`config.mk`:
```
export PLATFORM = sky130hd
export DESIGN_NAME = mm_operand_loader
export DESIGN_NICKNAME = d
export VERILOG_FILES = /design/src/rtl/mm_operand_loader.sv
export SDC_FILE = /design/constraint.sdc
export NUM_CORES = 1
export LEC_CHECK = 0
export CAP_MARGIN = 40
export CORE_MARGIN = 10
export CORE_UTILIZATION = 57
export DETAILED_ROUTE_END_ITERATION = 7
export HOLD_SLACK_MARGIN = 0.06
export PLACE_DENSITY_LB_ADDON = 0.3
export SETUP_SLACK_MARGIN = 0.15
export SLEW_MARGIN = 40
export SYNTH_ARGS = -nofsm -noshare
export SYNTH_HDL_FRONTEND = slang
export SYNTH_SLANG_ARGS = --single-unit
```
`constraint.sdc`:
```
create_clock -name clock_i -period 4.7 [get_ports clock_i]
set_input_delay 1.175 -clock clock_i [delete_from_list [all_inputs] [get_ports clock_i]]
set_output_delay 1.175 -clock clock_i [all_outputs]
set_load 0.005 [all_outputs]
```
`src/rtl/mm_operand_loader.sv`:
```
// Streams OPERANDS operands of WIDTH bits (32-bit words, LSW first) into BRAM as 17-bit limbs,
// then starts the multiplier and waits for it. Optional sticky err_o when MM_LOADER_ERR_EN is defined.
module mm_operand_loader #(
   parameter int WIDTH     = 256,
   parameter int OPERANDS  = 3,
   parameter int BASE_ADDR = 0
) (
   input  logic        clock_i,
   input  logic        reset_n_i,
   input  logic        load_i,
   input  logic [31:0] s_data_i,
   input  logic        s_valid_i,
   output logic        s_ready_o,
   output logic [31:0] BRAM_addr_o,
   output logic [16:0] BRAM_din_o,
   output logic        BRAM_we_o,
   output logic        BRAM_en_o,
   output logic        start_o,
   input  logic        mm_done_i,
   output logic        busy_o,
   output logic        done_o
`ifdef MM_LOADER_ERR_EN
   ,
   output logic        err_o
`endif
);

   localparam int S         = (WIDTH + 1) / 17 + 1;
   localparam int NW        = (WIDTH + 31) / 32;
   localparam int TOTAL     = OPERANDS * S;
   localparam int LAST_BITS = WIDTH - 32 * (NW - 1);
   localparam int WC_W      = $clog2(NW + 1);
   localparam int LC_W      = $clog2(S + 1);
   localparam logic [63:0] MASK64    = (64'd1 << LAST_BITS) - 64'd1;
   localparam logic [31:0] LAST_MASK = MASK64[31:0];

   typedef enum logic [2:0] {IDLE, LOAD, START, WAIT, FIN} state_t;

   state_t            state_q, state_d;
   logic [48:0]       buf_q, buf_d;
   logic [5:0]        fill_q, fill_after, fill_d;
   logic [WC_W-1:0]   word_cnt_q;
   logic [LC_W-1:0]   limb_cnt_q;
   logic [31:0]       idx_q;
   logic              last_wr_q;
   logic              in_load, words_left, loads_left, emit, accept, op_end;
   logic [31:0]       word_in;

   // Repack datapath: emit one limb per cycle from the low end, append accepted words above the fill.
   always_comb begin
      in_load    = (state_q == LOAD);
      words_left = (word_cnt_q < WC_W'(NW));
      loads_left = (idx_q < 32'(TOTAL));
      emit       = in_load && loads_left && ((fill_q >= 6'd17) || !words_left);
      op_end     = emit && (limb_cnt_q == LC_W'(S - 1));
      fill_after = fill_q;
      if (emit) fill_after = (fill_q > 6'd17) ? (fill_q - 6'd17) : 6'd0;
      s_ready_o  = in_load && loads_left && words_left && (fill_after <= 6'd17);
      accept     = s_ready_o && s_valid_i;
      word_in    = (word_cnt_q == WC_W'(NW - 1)) ? (s_data_i & LAST_MASK) : s_data_i;
      buf_d      = emit ? (buf_q >> 17) : buf_q;
      fill_d     = fill_after;
      if (accept) begin
         buf_d  = buf_d | ({17'd0, word_in} << fill_after);
         fill_d = fill_after + 6'd32;
      end
   end

   always_ff @(posedge clock_i or negedge reset_n_i) begin
      if (!reset_n_i) begin
         buf_q      <= '0;
         fill_q     <= '0;
         word_cnt_q <= '0;
         limb_cnt_q <= '0;
         idx_q      <= '0;
         last_wr_q  <= 1'b0;
         BRAM_we_o  <= 1'b0;
         BRAM_addr_o <= '0;
         BRAM_din_o <= '0;
      end else begin
         BRAM_we_o <= emit;
         last_wr_q <= emit && (idx_q == 32'(TOTAL - 1));
         if (emit) begin
            BRAM_din_o  <= buf_q[16:0];
            BRAM_addr_o <= 32'(BASE_ADDR) + idx_q;
            idx_q       <= idx_q + 32'd1;
         end
         if (state_q == IDLE && load_i) idx_q <= '0;
         // Operand boundary: discard any leftover (zero) bits so nothing spills into the next operand.
         if (op_end) begin
            buf_q      <= '0;
            fill_q     <= '0;
            word_cnt_q <= '0;
            limb_cnt_q <= '0;
         end else begin
            buf_q      <= buf_d;
            fill_q     <= fill_d;
            if (accept) word_cnt_q <= word_cnt_q + 1'b1;
            if (emit) limb_cnt_q <= limb_cnt_q + 1'b1;
         end
      end
   end

   // LOAD is left only once the final registered write has appeared on the BRAM port.
   always_comb begin
      state_d = state_q;
      case (state_q)
         IDLE:    if (load_i) state_d = LOAD;
         LOAD:    if (BRAM_we_o && last_wr_q) state_d = START;
         START:   state_d = WAIT;
         WAIT:    if (mm_done_i) state_d = FIN;
         FIN:     state_d = IDLE;
         default: state_d = IDLE;
      endcase
   end

   always_ff @(posedge clock_i or negedge reset_n_i) begin
      if (!reset_n_i) state_q <= IDLE;
      else            state_q <= state_d;
   end

   assign BRAM_en_o = BRAM_we_o;
   assign start_o   = (state_q == START);
   assign done_o    = (state_q == FIN);
   assign busy_o    = (state_q != IDLE);

`ifdef MM_LOADER_ERR_EN
   always_ff @(posedge clock_i or negedge reset_n_i) begin
      if (!reset_n_i)
         err_o <= 1'b0;
      else if ((load_i && state_q != IDLE) || (mm_done_i && state_q != WAIT))
         err_o <= 1'b1;
      else if (load_i)
         err_o <= 1'b0;
   end
`endif

endmodule

```
==> impl_metrics.ini <==
[status]
status = completed

[layout]
diodes = 0
areaGrowthSynthToFinish_pct = 21.1
drive_gt1_share_pct = 11.3
fin_nets = 1018
final_common_cell = dfrtp_1
finalNonFillerCells = 1171
layout_common_cells = dfrtp_1, nand2_1, clkdlybuf4s50_1, mux2i_1, a21oi_1
final_area_mm2 = 0.0102

[setup_path]
critPathSlowestCell = clkdlybuf4s50_1
critical_path_class = reg -> out
path_max_fanout = 29
crit_chain = inv_1, ha_2, nor3b_4, a21oi_2, nand4_4, inv_2, buf_12, mux2i_4, nand2_1, nand2_1, a21oi_2, clkdlybuf4s50_1
max_stage_delay_ns = 0.53
cp-start-kind = flop
cp.required_ns = 3.52
arrival_ns = 3.26
critPathCaptureType = output pin

[clock_tree]
cts_hold_buf = 0
ctsLongestPathBuffers = 2
cts_sinks = 150
h-tree-depth = 4
root_buffer = clkbuf_16
insertion_delay_ns = 0.44
cts_tree = built
cts_buffers = 17
clkSlewWorstSetupHoldPaths_ns = 0.06

[timing]
tns_ns = 0
slew_violations = 0
period_share_pct = 94.3
timing.fmax_mhz = 226
slew_headroom_pct = 45.0
hold_violations = 0
skew_ns = 0.0121
setup-violations-final = 0
tightest_slew_ns = 0.825
fin_ws_ns = 0.267
rsz0062_at_grt = false
finalCriticalPeriod_ns = 4.43

[drt]
ant_nets = 0
drt_iter0_drc = 720
drt-total-wl_mm = 23.4
viasPerCell = 6.19
drc = 0
wire_per_inst_um = 20.0
dr.pass1.iters = 6
vias = 7251

[synthesis]
ys_seq_area_share_pct = 44.5
synthesis.nets = 941
synth_flop_cell = dfrtp_1
synthArstFlopShare_pct = 100
yosys_warnings = 0
synth_edf_count = 0
postSynthCellCount = 898
syn_area_mm2 = 0.00844
ys_types = 80
avgSynthCellArea_um2 = 9.40
yosys_register_bits = 150

[die]
ioPinCount = 92
die_w_um = 142
die_area_mm2 = 0.0201
rows = 44
die_h_um = 142
coreArea_mm2 = 0.0145
initial_utilization_pct = 58.1

[grt]
grt_start_max_net_pins = 109
grt_pass1_vias = 7013
grt_use_total_pct = 23.2
grt_pass1_wl_mm = 37.6
antenna_found_initial = 0
grt_overflow = 0

[run]
maxCapViolCount = 0

[placed_design]
place_ws_ns = 0.285
placed_cells = 1136
portBuffers = 91
hpwlAfterDp_mm = 16.5
place_area_mm2 = 0.00950
gp_congestion = 1.01

[worst_hold_path]
min_path_type = reg -> reg
critical path: cells and delay by family (launching register included):
family | cells | cell delay, ns
buffers and inverters | 4 | 0.99
muxes | 1 | 0.20
DFF | 1 | 0.38
AOI/OAI and AO/OA | 2 | 0.33
adders and majority gates | 1 | 0.30
and+or+nand+nor | 4 | 0.62
cell usage after synthesis (all sizes together) (4+ instances only):
library cell	number	area [um2]
nor4	9	120
a21oi	57	285
o21a	7	52.6
nand2	148	566
inv	8	30.0
a22oi	9	67.6
o22ai	6	37.5
a211o	7	61.3
o21ai	53	265
nor3b	12	95.1
buf	24	129
a31oi	8	50.1
nor2b	26	163
a21o	5	37.5
or2	5	33.8
nor3	28	145
and2	27	169
nand3	16	85.1
nand2b	9	56.3
o21bai	5	37.5
o211ai	4	30.0
nor2	57	226
a211oi	10	80.1
and3	7	43.8
dfrtp	150	3750
or3	9	56.3
o31ai	10	80.1
clkbuf	32	121
o32ai	4	35.0
ha	6	75.1
mux2i	83	835
mux2	13	146
path summary, 6_finish.rpt:
kind | from | to | slack [ns] | cells past startpoint
max | fill_q[0]$_DFF_PN0_ | s_ready_o | 0.27 | 12
min | BRAM_addr_o[0]$_DFFE_PN0P_ | BRAM_addr_o[0]$_DFFE_PN0P_ | 0.47 | 2
max reg2reg | fill_q[0]$_DFF_PN0_ | buf_q[30]$_DFF_PN0_ | 0.54 | 11
min reg2reg | BRAM_addr_o[0]$_DFFE_PN0P_ | BRAM_addr_o[0]$_DFFE_PN0P_ | 0.47 | 2
max in group asynchronous | reset_n_i | idx_q[27]$_DFFE_PN0P_ | 3.10 | 2
min in group asynchronous | reset_n_i | idx_q[19]$_DFFE_PN0P_ | 0.74 | 1
cells by family after synthesis:
family	after synthesis	share of synthesized area, %
xor+xnor	6	0.623
flops	150	44.5
mux	96	11.6
simple gates	363	22.2
buf+inv	64	3.32
fa+ha+maj	6	0.890
compound gates	213	16.9
per-layer routing:
layer | share of wire [%] | track usage, % | vias up
met5 | 0 | 0 | -
met4 | 4.1 | 12.3 | 0
met3 | 7.4 | 6.31 | 80
met2 | 46 | 35.1 | 299
met1 | 43 | 29.6 | 3494
li1 | - | - | 3378
sequential cells by signal (all words and copies together) (netlist names):
register / count
state_q: 3
word_cnt_q: 4
fill_q: 6
BRAM_en_o: 1
limb_cnt_q: 5
idx_q: 32
last_wr_q: 1
BRAM_din_o: 17
buf_q: 49
BRAM_addr_o: 32
area by class of cell:
cell class                      count  area [um2]
Inverter                            8        30.0
Fill cell                        1171        4320
Timing Repair Buffer              114        1100
Multi-Input combinational cell    684        4490
Tap cell                          184         230
Clock inverter                     11         148
Clock buffer                       20         457
Sequential cell                   150        3750
metrics by stage:
| step | utilization [%] | hold WS, ns |
|---|---|---|
| 6_report | 70.3 | 0.465 |
| 5_1_grt | 70.3 | 0.485 |
| 4_1_cts | 69.8 | 0.469 |
| 3_5_place_dp | 65.3 | 0.456 |
| 3_3_place_gp | 65.3 | 0.451 |
| 2_1_floorplan | - | 0.437 |
what timing repair did:
action,in CTS,in global routing
endpoints found under the hold margin,0,0
resized for setup,6,13
pin swaps,0,1
buffers inserted,2,2
cloned,0,0
setup endpoints to repair,1,1
Power is left out: the tool's default activity adds up to more than one toggle a clock period on the data nets, which glitch-free logic cannot reach.
